===== config.mk =====
export PLATFORM = sky130hd
export DESIGN_NAME = pipeline_ctrl
export DESIGN_NICKNAME = d
export VERILOG_FILES = /design/src/rtl/pipeline_ctrl.sv
export SDC_FILE = /design/constraint.sdc
export NUM_CORES = 1
export LEC_CHECK = 0
export ABC_AREA = 1
export ABC_CLOCK_PERIOD_IN_PS = 3000
export CORE_UTILIZATION = 25
export DETAILED_ROUTE_END_ITERATION = 10
export GPL_TIMING_DRIVEN = 0
export MAX_ROUTING_LAYER = met4
export SYNTH_ARGS = -nofsm -noshare
export SYNTH_HDL_FRONTEND = slang
export SYNTH_SLANG_ARGS = --single-unit
export TNS_END_PERCENT = 50

===== constraint.sdc =====
create_clock -name clk -period 3 [get_ports clk]
set_input_delay 0.3 -clock clk [delete_from_list [all_inputs] [get_ports clk]]
set_output_delay 0.3 -clock clk [all_outputs]
set_load 0.01 [all_outputs]

===== src/rtl/pipeline_ctrl.sv =====
// Hazard controller for the 5-stage pipeline: PC redirect, load-use stall
// sequencing and post-redirect flush windows.
module pipeline_ctrl #(
  parameter int XLEN         = 32,
  parameter int FLUSH_CYCLES = 2,
  parameter int LOAD_TIMEOUT = 15
) (
  input  logic            clk,
  input  logic            rst,
  input  logic            ex_pc_jump,
  input  logic [XLEN-1:0] ex_pc_jump_addr,
  input  logic            ex_mem_load_en,
  input  logic [4:0]      ex_mem_load_rd,
  input  logic [4:0]      id_rs1,
  input  logic [4:0]      id_rs2,
  input  logic            id_rs1_en,
  input  logic            id_rs2_en,
  input  logic            mem_load_done,
  output logic            pc_set_en,
  output logic [XLEN-1:0] pc_set_addr,
  output logic            pc_hold,
  output logic            if_id_hold,
  output logic            if_id_flush,
  output logic            id_ex_flush,
  output logic            misalign_err,
  output logic            load_timeout_err
);

  typedef enum logic [1:0] {
    RUN       = 2'd0,
    LOAD_WAIT = 2'd1,
    FLUSH     = 2'd2
  } state_t;

  localparam logic [7:0] FLUSH_INIT = 8'(FLUSH_CYCLES - 1);
  localparam logic [8:0] TIMEOUT_LIM = 9'(LOAD_TIMEOUT);

  state_t     state_q, state_d;
  logic [7:0] cnt_q, cnt_d;
  logic       hazard;

  assign hazard = ex_mem_load_en && (ex_mem_load_rd != 5'd0) &&
                  ((id_rs1_en && (id_rs1 == ex_mem_load_rd)) ||
                   (id_rs2_en && (id_rs2 == ex_mem_load_rd)));

  always_comb begin
    state_d          = state_q;
    cnt_d            = cnt_q;
    pc_set_en        = 1'b0;
    pc_set_addr      = '0;
    pc_hold          = 1'b0;
    if_id_hold       = 1'b0;
    if_id_flush      = 1'b0;
    id_ex_flush      = 1'b0;
    misalign_err     = 1'b0;
    load_timeout_err = 1'b0;

    case (state_q)
      RUN: begin
        // A redirect squashes the younger decode instruction, so it beats any hazard.
        if (ex_pc_jump) begin
          if (ex_pc_jump_addr[1:0] == 2'b00) begin
            pc_set_en   = 1'b1;
            pc_set_addr = ex_pc_jump_addr;
            if_id_flush = 1'b1;
            id_ex_flush = 1'b1;
            if (FLUSH_CYCLES > 1) begin
              state_d = FLUSH;
              cnt_d   = FLUSH_INIT;
            end
          end else begin
            misalign_err = 1'b1;
          end
        end else if (hazard) begin
          pc_hold     = 1'b1;
          if_id_hold  = 1'b1;
          id_ex_flush = 1'b1;
          state_d     = LOAD_WAIT;
          cnt_d       = 8'd0;
        end
      end

      LOAD_WAIT: begin
        pc_hold     = 1'b1;
        if_id_hold  = 1'b1;
        id_ex_flush = 1'b1;
        // The stall cycle spent in RUN counts toward the timeout budget.
        if (mem_load_done) begin
          state_d = RUN;
        end else if ({1'b0, cnt_q} + 9'd2 >= TIMEOUT_LIM) begin
          load_timeout_err = 1'b1;
          state_d          = RUN;
          cnt_d            = 8'd0;
        end else begin
          cnt_d = cnt_q + 8'd1;
        end
      end

      FLUSH: begin
        if_id_flush = 1'b1;
        id_ex_flush = 1'b1;
        cnt_d       = cnt_q - 8'd1;
        if (cnt_q <= 8'd1) begin
          state_d = RUN;
        end
      end

      default: begin
        state_d = RUN;
        cnt_d   = 8'd0;
      end
    endcase

    // Reset silences every output in the same cycle it is asserted.
    if (rst) begin
      pc_set_en        = 1'b0;
      pc_set_addr      = '0;
      pc_hold          = 1'b0;
      if_id_hold       = 1'b0;
      if_id_flush      = 1'b0;
      id_ex_flush      = 1'b0;
      misalign_err     = 1'b0;
      load_timeout_err = 1'b0;
    end
  end

  always_ff @(posedge clk) begin
    if (rst) begin
      state_q <= RUN;
      cnt_q   <= 8'd0;
    end else begin
      state_q <= state_d;
      cnt_q   <= cnt_d;
    end
  end

endmodule


==> results_dict.tcl <==
set metrics [dict create \
    rrSetupSlack_ns 1.07 \
    coreArea_um2 6030 \
    r2r_start "cnt_q[2]" \
    antenna_found_initial 0 \
    dp.cells 472 \
    initial_core_util_pct 26.3 \
    final_util_pct 43.5 \
    drt-total-wl_um 4700 \
    cp.arrival_ns 2.33 \
    critPathLaunch "state_q[0]" \
    worst_pin_slew_ns 0.508 \
    synth_cells 306 \
    synth_area_leaders "nand2_1 18%, inv_1 17%, nor2_1 14%" \
    crit_path_end_kind "output pin" \
    ys_seq_area_share_pct 12.6 \
    synthArstFlopShare_pct 0 \
    ys.flop_type "dfxtp_1" \
    io_pins 93 \
    routedWlPerCell_um 9.89 \
    seqPwrFrac_pct 19.0 \
    tritoncts "done" \
    setup_violations 0 \
    fill_cells 632 \
    vdd_drop_max_v 0.000210 \
    finalSetupTns_ns 0 \
    clk_latency_ns 0.24 \
    cell_internal_pwr_w 0.000640 \
    syn_avg_cell_area_um2 5.17 \
    synth_top_area_share_pct 18.0 \
    fmax_mhz 381 \
    clockBufferDepth 2 \
    syn2layout_area_growth_pct 65.7 \
    synth_area_um2 1580 \
    synthDistinctLibCells 26 \
    firstDrtPassIters 4 \
    path_clk_slew_ns 0.05 \
    synth-seq-cells 10 \
    outcome "completed" \
    num_vias 1992 \
    antenna_cells 0 \
    p_sw_share_pct 48.8 \
    seq_area_um2 200 \
    dp_hpwl_um 3930 \
    start_kind "flop" \
    worstRegToRegCells 13 \
    cts_buffers 3 \
    hold_buffers 0 \
    ctsResizeCount 0 \
    track_usage_pct 15.9 \
    row_count 28 \
    drv_cap 0 \
    port_buffers 90 \
    period_share_pct 87.5 \
    drive_gt1_share_pct 5.00 \
    cts_num_sinks 10 \
    synth_edf_count 0 \
    drc 0 \
    cp-endpoint "pc_set_addr[26]" \
    grt_first_pass_wirelength_um 8180 \
    critPathRequiredTime_ns 2.70 \
    first_global_vias 1905 \
    r2r-end "state_q[0]" \
    post_cts.repair.setup_buffers 0 \
    yosys_warnings 0 \
    relSlewSlack_pct 66.1 \
    p_per_area_nw_per_um2 477 \
    final_cell_count_no_fill 475 \
    cp_max_fo 10 \
    hold_violations 0 \
    p_switching_w 0.000610 \
    die_h_um 81.6 \
    hp-class "flop to flop" \
    nets 467 \
    whs_ns 0.506 \
    finalWorstSetupSlack_ns 0.374 \
    overflow 0 \
    comb_power_share_pct 69.5 \
    clock_power_share_pct 11.5 \
    die_width_um 81.6 \
    die_area_um2 6650 \
    viasPerCell 4.19 \
    fin_crit_ns 2.63 \
    rsz0062_at_grt "no" \
    place_ws_ns 0.365 \
    finClkSkew_ns 0.00504 \
    finalWeightedCongestion 0.895 \
    drt-initial-drc-count 97 \
    multi_input_area_um2 1060 \
    maxSlewViolCount 0 \
    grt_max_degree 11 \
    cts_max_level 1 \
    path_class "flop to output pin" \
    p_leak_nw 1.30 \
    final_antenna_net_count 0 \
    synth_top_cell_by_area "nand2_1" \
    cts_root_buffer "clkbuf_8" \
]
## power groups by stage
stage / Sequential (W) / Combinational [W] / Clock (W)
after detailed placement: 0.000239 / 0.000864 / 0
after CTS: 0.000236 / 0.000871 / 0.000148
final: 0.000238 / 0.000869 / 0.000143
after global placement: 0.000239 / 0.000867 / 0
after global routing: 0.000245 / 0.000992 / 0.000155
after floorplan: 0.000222 / 0.000614 / 0
## worst min path at each step
stage	start	endpoint	slack [ns]	cells after the start
finish	cnt_q[7]	cnt_q[7]	0.51	2
global route	cnt_q[7]	cnt_q[7]	0.56	2
CTS	cnt_q[7]	cnt_q[7]	0.51	2
detailed placement	cnt_q[7]	cnt_q[7]	0.50	2
global placement	cnt_q[7]	cnt_q[7]	0.50	2
floorplan	rst	cnt_q[0]	0.37	1
## cell usage after synthesis (2+ instances only)
cell      instances
nor2_2            2
nor2_4            2
xnor2_1           2
nand2_1          76
xor2_1            3
nand4_1           2
nand2_2           4
nand3_1          18
inv_2             2
o21bai_1          2
nor2_1           60
o21ai_0           6
o21ai_1           5
a211oi_1          2
inv_1            70
clkbuf_1          4
dfxtp_1          10
buf_4             5
a21oi_1          14
ha_1             11
## logic make-up after synthesis
logic type / Yosys count / share of synthesized area (%)
AOI/OAI and AO/OA: 31 / 10.8
buffers and inverters: 81 / 20.4
DFF: 10 / 12.6
xor gates and xnor gates: 5 / 2.77
and+or+nand+nor: 167 / 44.5
other: 1 / 0.237
adders and majority gates: 11 / 8.70
## sequential cells by signal, summed over array words and instances, names as in the netlist
name,cells
cnt_q,8
state_q,2
## layer usage
metal / vias up / share of wire, % / track usage [%]
li1: 1092 / - / -
met5: - / 0 / -
met4: 0 / 1.3 / 4.56
met2: 73 / 47 / 27.9
met3: 5 / 4.4 / 1.78
met1: 822 / 47 / 19.1
## area by class of cell
type                            instances  area share (%)
Tap cell                               75            3.58
Sequential cell                        10            7.63
Multi-Input combinational cell        216            40.6
Inverter                               72            10.3
Buffer                                  9            2.00
Clock buffer                            3            1.57
Timing Repair Buffer                   90            34.4
## cells in the final DEF, fill, tap and decap left out, types with 3 or more instances in the layout
cell and count:
o21ai_0 6, inv_1 70, clkbuf_8 3, dfxtp_1 10, a21oi_1 14, nand2_2 4
ha_1 11, o21ai_1 5, nor2_1 60, nand2_1 76, clkdlybuf4s50_1 90, buf_4 5
clkbuf_1 4, nand3_1 18, xor2_1 3
## worst max-delay path, cell delays in order, from the launching register on
cell and delay, ns:
dfxtp_1 0.34, inv_1 0.09, ha_1 0.16, nand2_1 0.11, nor2_1 0.16, inv_1 0.07, nor2_1 0.14, inv_1 0.09
clkbuf_1 0.21, nor2_1 0.18, clkdlybuf4s50_1 0.56
## metrics by stage
stage / instance area, µm² / power (W)
2_1_floorplan: 1590 / 0.000836
3_3_place_gp: 2580 / 0.00111
3_5_place_dp: 2580 / 0.00110
4_1_cts: 2620 / 0.00125
5_1_grt: 2620 / 0.00139
6_report: 2620 / 0.00125
Power figures use the tool's default switching activity.
